### src/rtl/fan_pkg.sv
// Shared sizing, slot storage layout and occupancy encoding for the FAN sum collector.
package fan_pkg;
    localparam int N_DEF = 16;
    localparam int W_DEF = 8;
    localparam int V_DEF = 3;

    // A sum of N operands of W bits needs log2(N) guard bits.
    function automatic int sum_width(input int n, input int w);
        return w + $clog2(n);
    endfunction

    localparam int S_DEF = sum_width(N_DEF, W_DEF);

    typedef struct packed {
        logic [N_DEF-2:0][S_DEF-1:0] sums;
        logic [N_DEF-1:0][V_DEF-1:0] vec_ids;
        logic [N_DEF-2:0]            pending;
    } slot_t;

    typedef enum logic [1:0] {
        EMPTY    = 2'd0,
        ONE      = 2'd1,
        FULL_TWO = 2'd2
    } occ_t;
endpackage

### src/rtl/fan_prio_enc.sv
// Lowest-set-bit priority encoder: index, one-hot and exactly-one-bit flag; combinational.
// No handshake; outputs are zero when req is zero.
module fan_prio_enc #(
    parameter int M = 15
) (
    input  logic [M-1:0]         req,
    output logic [$clog2(M)-1:0] idx,
    output logic [M-1:0]         onehot,
    output logic                 single
);
    localparam int IW = $clog2(M);

    always_comb begin
        idx = '0;
        // Scanning downward lets the lowest set bit win.
        for (int i = M - 1; i >= 0; i--) begin
            if (req[i]) begin
                idx = IW'(i);
            end
        end
        onehot = req & (~req + M'(1));
        single = (req != '0) && ((req & (req - M'(1))) == '0);
    end
endmodule

### src/rtl/fan_sum_collector.sv
// Compacts the valid sums of a FAN bundle and streams them one per cycle with their vector IDs.
// Latency: first result the cycle after acceptance; two bundle slots, in_ready from registered occupancy only.
module fan_sum_collector import fan_pkg::*; #(
    parameter int N = N_DEF,
    parameter int W = W_DEF,
    parameter int V = V_DEF,
    parameter int S = W + $clog2(N)
) (
    input  logic                  clk,
    input  logic                  rst,
    input  logic                  in_valid,
    output logic                  in_ready,
    input  logic [N-2:0][S-1:0]   in_sums,
    input  logic [N-2:0]          in_sum_valids,
    input  logic [N-1:0][V-1:0]   in_vec_ids,
    output logic                  out_valid,
    input  logic                  out_ready,
    output logic [S-1:0]          out_sum,
    output logic [V-1:0]          out_vec_id,
    output logic                  out_last
);
    localparam int IW = $clog2(N - 1);
    localparam int VW = $clog2(N);

    slot_t            slots [2];
    occ_t             state;
    logic             head;
    logic             tail;
    logic [IW-1:0]    idx;
    logic [N-2:0]     onehot;
    logic             single;
    logic [VW-1:0]    vid_idx;
    logic             accept;
    logic             fire;
    logic             free;

    fan_prio_enc #(.M(N - 1)) u_prio_enc (
        .req    (slots[head].pending),
        .idx    (idx),
        .onehot (onehot),
        .single (single)
    );

    assign in_ready  = (state != FULL_TWO);
    assign out_valid = (state != EMPTY);
    assign accept    = in_valid && in_ready;
    assign fire      = out_valid && out_ready;
    assign free      = fire && single;

    // Sum i closes the group whose last operand is i+1.
    assign vid_idx    = VW'(idx) + VW'(1);
    assign out_sum    = out_valid ? slots[head].sums[idx] : '0;
    assign out_vec_id = out_valid ? slots[head].vec_ids[vid_idx] : '0;
    assign out_last   = out_valid && single;

    always_ff @(posedge clk or posedge rst) begin
        if (rst) begin
            state <= EMPTY;
            head  <= 1'b0;
            tail  <= 1'b0;
            for (int i = 0; i < 2; i++) begin
                slots[i] <= '0;
            end
        end else begin
            // Head and tail never alias while both a fire and an accept can occur.
            if (fire) begin
                slots[head].pending <= slots[head].pending & ~onehot;
                if (single) begin
                    head <= ~head;
                end
            end
            if (accept) begin
                slots[tail].sums    <= in_sums;
                slots[tail].vec_ids <= in_vec_ids;
                slots[tail].pending <= in_sum_valids | {1'b1, {(N-2){1'b0}}};
                tail                <= ~tail;
            end
            case (state)
                EMPTY:    if (accept) state <= ONE;
                ONE: begin
                    if (accept && !free)      state <= FULL_TWO;
                    else if (free && !accept) state <= EMPTY;
                end
                FULL_TWO: if (free) state <= ONE;
                default:  state <= EMPTY;
            endcase
        end
    end
endmodule
### config.mk
export PLATFORM = sky130hd
export DESIGN_NAME = fan_sum_collector
export DESIGN_NICKNAME = d
export VERILOG_FILES = /design/src/rtl/fan_pkg.sv /design/src/rtl/fan_prio_enc.sv /design/src/rtl/fan_sum_collector.sv
export SDC_FILE = /design/constraint.sdc
export NUM_CORES = 1
export LEC_CHECK = 0
export CAP_MARGIN = 20
export CELL_PAD_IN_SITES_DETAIL_PLACEMENT = 1
export CELL_PAD_IN_SITES_GLOBAL_PLACEMENT = 1
export CORE_MARGIN = 1
export CORE_UTILIZATION = 46
export DETAILED_ROUTE_END_ITERATION = 8
export PLACE_DENSITY_LB_ADDON = 0.1
export SLEW_MARGIN = 20
export SYNTH_ARGS = -nofsm -noshare
export SYNTH_HDL_FRONTEND = slang
export SYNTH_SLANG_ARGS = --single-unit
### constraint.sdc
create_clock -name clk -period 26.8 [get_ports clk]
set_input_delay 6.7 -clock clk [delete_from_list [all_inputs] [get_ports clk]]
set_output_delay 6.7 -clock clk [all_outputs]
set_load 0.01 [all_outputs]
[Word level (Yosys, flattened, before mapping)]
Index checks and enable logic that the tools add are counted.
Operators by class
  $add $sub $neg: 3
  magnitude comparators: 6
  eq/ne operators: 6
  mux-type cells: 43
  bitwise gates (word level): 9
  reductions and logical operators: 17
Operators with widths (count)
  $bwmux W486: 4
  $demux W243 S1: 4
  $mux W243: 4
  $mux W486: 2
  $mux W63: 1
  $mux W4: 15
  $bmux W12 S4: 1
  $and A15 B15 Y15: 3
  $mux W15: 2
  $not A15 Y15: 2
  $mux W12: 2
  $add A15 B1 Y15 const B: 1
  $logic_not A15 Y1: 1
  $reduce_bool A15 Y1: 1
  $sub A15 B1 Y15 const B: 1
  $bmux W3 S4: 1
  $lt A4 B5 Y1 const B: 2
  $logic_and A1 B1 Y1: 9
  $mux W2: 4
  $mux W3: 2
  $ne A2 B2 Y1 const B: 3
  $pmux W2 S3: 1
  $add A4 B1 Y4 const B: 1
  $ge A2 B2 Y1 const B: 2
  11 further kinds: 15
Storage, ports and cells
  flip-flop bits (word level): 490
  output and inout port bits: 18
  word-level logic and storage cells: 151

[Depth between registers and ports, before layout]
Gate-level depths: netlist of run 1.
  depth in word-level cells: 23
  gate-level depth with buffers: 19
  mapped depth without buffers: 13

[Cells and area by module]
A second synthesis of run 1 with hierarchy kept.
Unflattened totals
  cells, all modules: 2082
  area, all modules: 22965.8 µm²
By module, submodules not included
  fan_sum_collector: instances 1, cells each 2004, area an instance 22460.3 µm², seq. area each 12261.8 µm²
  fan_prio_enc: instances 1, cells each 78, area an instance 505.5 µm², seq. area each 0.0 µm²

[Worst setup path after synthesis of run 1]
No wires, ideal clock.
  path type: reg2out
  start point: reg head
  end point: out out_vec_id[1]
  arrival: 3.687 ns
  required time: 20.100 ns
  setup slack: 16.413 ns
  stages on the path, launching flop included: 19
  buffers on the path: 5
  path through: dfrtp_1 -> buf_6 -> or3_4 -> and2_1 -> buf_2 -> o211a_1 -> or3_1 -> buf_2 -> inv_2 -> buf_4 -> ha_1 -> inv_1 -> a211oi_2 -> a211o_1 -> buf_4 -> mux2i_1 -> mux2i_1 -> o211a_1 -> a211o_1
Between the ends
  word-level cells in the longest chain between the ends: 23
RTL lines
  start: declaration: line fan_sum_collector.sv:27  | logic head;
  start signal: assignment: line fan_sum_collector.sv:69  | head <= ~head;
  $not A1 Y2 (implied by the code) (*): line fan_sum_collector.sv:38, fan_sum_collector.sv:53
  $mux W243 (implied by the code) (*) (3 in series): line fan_sum_collector.sv:38  | .req (slots[head].pending),
  $mux W4 (15 in series): line fan_prio_enc.sv:17  | if (req[i]) begin
  $add A4 B1 Y4: line fan_sum_collector.sv:51  | assign vid_idx = VW'(idx) + VW'(1);
  $bmux W3 S4 (*): line fan_sum_collector.sv:53  | assign out_vec_id = out_valid ? slots[head].vec_ids[vid_idx] : '0;
  $mux W3 (implied by the code) (*): line fan_sum_collector.sv:53
  $mux W3 (*): line fan_sum_collector.sv:53
  end: declaration: line fan_sum_collector.sv:19  | output logic [V-1:0] out_vec_id,
Every way passes the cells marked *; elsewhere a longest branch is shown, timed or not. The select of a mux whose other input is x is not followed.

[Final worst setup path of run 1]
Same ends and word-level chain as after synthesis.

==> reports/qor.yml, run 1 <==
outcome: "finished, final reports clean"
cts_setup_buffers: 0
cts_tree: "built"
synth_edf_count: 0
final_nets: 3139
synthMuxAreaShare_pct: 7.88
area_delta_synth_final_pct: 20.9
synth_compound_area_share_pct: 9.08
endpoint_kind: "output port"
rr_worst_depth: 9
crit_fanout: 140
syn_area_um2: 23400
rrSetupSlack_ns: 22.92
cts_sinks: 490
relSlewSlack_pct: 17.0
row_count: 82
grt.total_usage_pct: 33.2
multiInputGateArea_um2: 10400
hold_viol_final: 0
synth-simple-area-share_pct: 27.1
worstHoldStart: "slots[121]"
clock-root-buffer: "clkbuf_16"
io_buffers: 263
cts_resized: 0
routed_wl_um: 84800
syn-num-nets: 2964
yosysWarnings: 0
cts_buffer_depth: 3
worst_pin_slew_ns: 1.24
antenna_found_initial: 24
rr_endpoint: "state[0]"
initialDrtViolationCount: 1734
dr.pass1.iters: 6
max_freq_mhz: 74.8
skew_ns: 0.0206
leakage_nw: 14.0
core-area_um2: 50200
peakVddDrop_v: 0.000126
placedCellCount: 3507
grt_pass1_wl_um: 130000
avgSynthCellArea_um2: 8.63
cts_buffers: 54
final_cell_mix: "nand2_1 (1475), dfrtp_1 (489), clkdlybuf4s50_1 (263)"
place_hpwl_um: 54100
fin_crit_sh_pct: 49.9
seq_area_frac_synth_pct: 52.3
vias: 20800
synth_xor_xnor_area_share_pct: 0.0374
viasPerCell: 5.74
synthDistinctLibCells: 91
synthFlopType: "dfrtp_1"
min_path_cells: 2
holdPathEnd: "slots[121]"
hold_class: "flop to flop"
power-per-cell-area_nw_per_um2: 159
drv_slew: 0
synthCells: 2716
synthAdderAreaFrac_pct: 0.0534
start_util_pct: 46.7
cts_hold_buffers: 0
grt_max_degree: 204
die_x_um: 228
r2r-start: "head"
ioPinCount: 265
die_area_um2: 51800
clock_latency_ns: 0.61
cp.arrival_ns: 6.66
fin_crit_ns: 13.36
setup_tns_ns: 0
die_y_um: 228
start_kind: "flop"
cap_violations: 0
setup_violations: 0
grt_setup_unrepaired: "false"
cp.required_ns: 20.10
n_fill_cell: 5775
regArea_um2: 12300
synth_top_family_by_area: "simple AND/OR/NAND/NOR gates"
path_class: "flop to output port"
drive_gt1_share_pct: 7.13
wire_per_inst_um: 23.4
gp_congestion: 0.875
grt.overflow.total: 0
finalNonFillerCells: 3621
htreeDepth: 2
drtAntennaViolNets: 0
clk_pin_slew_ns: 0.06
drc: 0
grt_pass1_vias: 22400
ys_ff_latch: 490
synth-async-reset-ratio_pct: 100
final_common_cell: "nand2_1"
## worst max path at each step
stage          cells after the start  startpoint             to  slack, ns
5_1_grt                           15        head  out_vec_id[1]      13.21
6_report                          14        head  out_vec_id[1]      13.44
3_5_place_dp                      15        head  out_vec_id[1]      14.04
2_1_floorplan                      1         rst           head       6.42
3_3_place_gp                      15        head  out_vec_id[1]      14.09
4_1_cts                           15        head  out_vec_id[1]      13.36
## metrics by stage
step / utilization, % / area, um^2 / total power, mW / worst slack [ns] / hold slack [ns]
6_report: 56.5 / 28300 / 4.51 / 13.44 / 0.470
5_1_grt: 56.5 / 28300 / 4.76 / 13.21 / 0.491
4_1_cts: 56.4 / 28300 / 4.49 / 13.36 / 0.472
3_5_place_dp: 52.7 / 26400 / 3.67 / 14.04 / 0.456
3_3_place_gp: 52.7 / 26400 / 3.56 / 14.09 / 0.449
2_1_floorplan: - / 23400 / 2.81 / 6.42 / 0.437
## registers in the layout (all words and copies together) (netlist names)
name and cells:
head 1, state 2, slots 486, tail 1
## cell type report
| type | count | share of cell area, % |
|---|---|---|
| Clock buffer | 82 | 5.67 |
| Multi-Input combinational cell | 2044 | 36.6 |
| Sequential cell | 490 | 43.3 |
| Clock inverter | 15 | 0.949 |
| Inverter | 15 | 0.243 |
| Timing Repair Buffer | 286 | 10.1 |
| Tap cell | 672 | 2.97 |
| Antenna cell | 17 | 0.150 |
## logic make-up (layout without fill, tap and decap cells)
kind of cell               Yosys count  after routing
adders and majority gates            1              1
muxes                              122            122
buffers and inverters              182            398
AOI/OAI and AO/OA                  306            306
xor gates and xnor gates             1              1
other                                0             17
and+or+nand+nor                   1614           1614
DFF                                490            490
## per-layer routing
layer  track usage (%)  up-vias  wire, um
met5                 0        -       104
met4              12.5       18      2660
met3              6.11      166      5430
met2              53.0      629     40100
met1              45.1    10700     36500
li1                  -     9252         -
## where the power goes
group / internal, mW / switching [mW]
combinational: 0.842 / 1.56
sequential: 1.09 / 0.227
clock: 0.479 / 0.316
## critical path: stages (launching register included)
cell	delay (ns)
dfrtp_4	0.65
buf_12	0.68
or3b_1	0.49
and2_1	0.28
o211a_1	0.29
or3_1	0.56
inv_2	0.36
ha_1	0.23
nor2_1	0.09
a211oi_4	0.77
nand2b_1	0.26
a221o_1	0.32
o22a_1	0.19
a211o_1	0.32
clkdlybuf4s50_1	0.48
## synth_stat cells, types with 5 or more instances
master	number	area (um^2)
a2111oi_0	7	61.3
a211o_1	9	78.8
a211oi_1	13	97.6
a21oi_1	50	250
a221o_1	14	140
a221oi_1	10	87.6
a22o_1	5	43.8
a31oi_1	7	43.8
a32oi_1	5	43.8
and2_1	7	43.8
buf_2	18	90.1
buf_4	10	75.1
buf_6	8	90.1
clkbuf_1	126	473
dfrtp_1	490	12300
inv_1	11	41.3
mux2_2	20	225
mux2i_1	53	531
mux4_2	46	1040
nand2_1	1475	5540
nand3_1	15	75.1
nor2_1	45	169
nor3_1	12	60.1
nor4_1	5	31.3
o211a_1	5	50.1
o211ai_1	8	60.1
o21ai_0	78	390
o21ai_1	13	65.1
o221ai_1	10	87.6
o22ai_1	22	138
or3_1	11	68.8
No activity file was read; power rests on OpenSTA's default activity.
==> run 2: changes to the inputs <==
CORE_UTILIZATION = 39   (was 46)
clock period = 11.6 ns   (was 26.8 ns; I/O delays follow)
==> run 2 against run 1 <==
The flow now finishes with violations (DRC). Final cell count increased by 2.8%. Die area is 18% higher. Clock skew fell by 0.0082 ns. Critical path depth rose by 1. Combinational power grew 130%. Non-clock buffer count increased by 6. Sequential share of layout area shrank 0.24 points. Clock-buffer cell count rose by 11. Critical endpoint unchanged. Largest power group unchanged.
==> reports/qor.yml, run 2 (same netlist as run 1, synthesis figures left out) <==
outcome: "finished with violations"
violations: "DRC"
fin_crit_ns: 9.35
pre_cts_ws_ns: 2.81
setup_ws_ns: 2.25
cp.required_ns: 8.70
row_count: 89
drc: 60
cts_sinks: 490
vias: 20300
hold_class: "flop to flop"
wire_per_inst_um: 22.8
start_util_pct: 39.6
htreeDepth: 2
grt_max_degree: 188
core-area_um2: 59200
rr_worst_depth: 9
dr.pass1.iters: 7
cpPeakStageDelay_ns: 0.93
drive_gt1_share_pct: 7.34
clk_pin_slew_ns: 0.06
grt_pass1_wl_um: 131000
skew_ns: 0.0124
start_kind: "flop"
rr_endpoint: "state[0]"
rrSetupSlack_ns: 7.43
setup_tns_ns: 0
cts_setup_buffers: 0
final_nets: 3147
power-per-cell-area_nw_per_um2: 363
clock-root-buffer: "clkbuf_16"
crit_fanout: 54
drtAntennaViolNets: 0
fin_crit_sh_pct: 80.6
leakage_nw: 14.0
antenna_found_initial: 15
io_buffers: 263
holdPathEnd: "slots[456]"
cp_num_buf_inv: 4
hold_viol_final: 0
cpLargestDelayFamily: "compound AO/OA/AOI/OAI gates"
die_y_um: 247
initialDrtViolationCount: 1409
ioPinCount: 265
cts_tree: "built"
gp_congestion: 0.851
final_cell_mix: "nand2_1 (1475), dfrtp_1 (489), clkdlybuf4s50_1 (263)"
grt_pass1_vias: 21700
viasPerCell: 5.44
place_hpwl_um: 55300
die_x_um: 247
area_delta_synth_final_pct: 21.6
worst_pin_slew_ns: 1.06
cts_resized: 0
reg.largest.list: "slots (486), state (2)"
cap_violations: 0
final_common_cell: "nand2_1"
setup_violations: 0
path_class: "flop to output port"
cts_buffers: 56
endpoint_kind: "output port"
grt_setup_unrepaired: "false"
min_path_cells: 2
regMostFlops: "slots"
r2r-start: "head"
routed_wl_um: 84900
grt.overflow.total: 0
slowest_stage: "dfrtp_4"
cp.arrival_ns: 6.45
crit_chain: "buf_4, or3b_1, nand2_1, nor2_1, or3_1, inv_2, ha_1, inv_1, a211oi_2, a211o_1, mux2_2, nand2_1, a2111oi_0, a211o_1, clkdlybuf4s50_1"
relSlewSlack_pct: 29.4
max_freq_mhz: 107
clock_latency_ns: 0.62
peakVddDrop_v: 0.000305
crit_start: "head"
drv_slew: 0
cts_hold_buffers: 0
worstHoldStart: "slots[456]"
n_fill_cell: 6856
cts_buffer_depth: 3
grt.total_usage_pct: 28.3
die_area_um2: 61100
largest_reg_flops: 486
==> run 2: power breakdown <==
group	switching [mW]	leakage, nW	internal (mW)
registers	0.528	6.08	2.52
clock network	0.733	0.921	1.07
logic	3.54	6.99	1.96
==> run 2: metrics by stage <==
stage	util, %	cell area [um^2]	hold WS [ns]	power [mW]	cells
floorplan	-	23400	0.437	6.49	2716
finish	48.1	28500	0.469	10.3	3723
global placement	44.9	26600	0.451	8.34	3613
detailed placement	44.9	26600	0.454	8.53	3614
CTS	48.1	28500	0.474	10.4	3717
global route	48.1	28500	0.486	11.0	3719
==> run 2: worst max path at each step <==
stage | end | depth (start not counted) | slack [ns]
after floorplan | head | 1 | 2.06
after global placement | out_vec_id[1] | 15 | 2.96
after detailed placement | out_vec_id[1] | 15 | 2.81
after CTS | out_vec_id[1] | 15 | 2.15
after global routing | out_vec_id[1] | 15 | 1.99
final | out_vec_id[1] | 15 | 2.25
==> run 2: layout make-up <==
| type | count | area (um^2) | share of cell area [%] |
|---|---|---|---|
| Clock buffer | 93 | 1750 | 6.15 |
| Timing Repair Buffer | 292 | 2920 | 10.3 |
| Inverter | 15 | 65.1 | 0.228 |
| Multi-Input combinational cell | 2044 | 10400 | 36.5 |
| Antenna cell | 6 | 15.0 | 0.0527 |
| Tap cell | 773 | 967 | 3.39 |
| Clock inverter | 10 | 115 | 0.404 |
| Sequential cell | 490 | 12300 | 43.0 |
==> run 2: tightest hold or removal path: cells and delay by family, from the launching register on <==
kind | cells | cell delay (ns)
flip-flops | 1 | 0.34
AND/OR/NAND/NOR | 2 | 0.10
==> run 2: per-layer routing <==
layer  vias up  track usage [%]  wire [um]
li1       9276                -          -
met1     10300             39.6      38400
met2       499             45.3      39800
met3       136             4.11       4360
met4        16             8.44       2180
met5         -                0        114
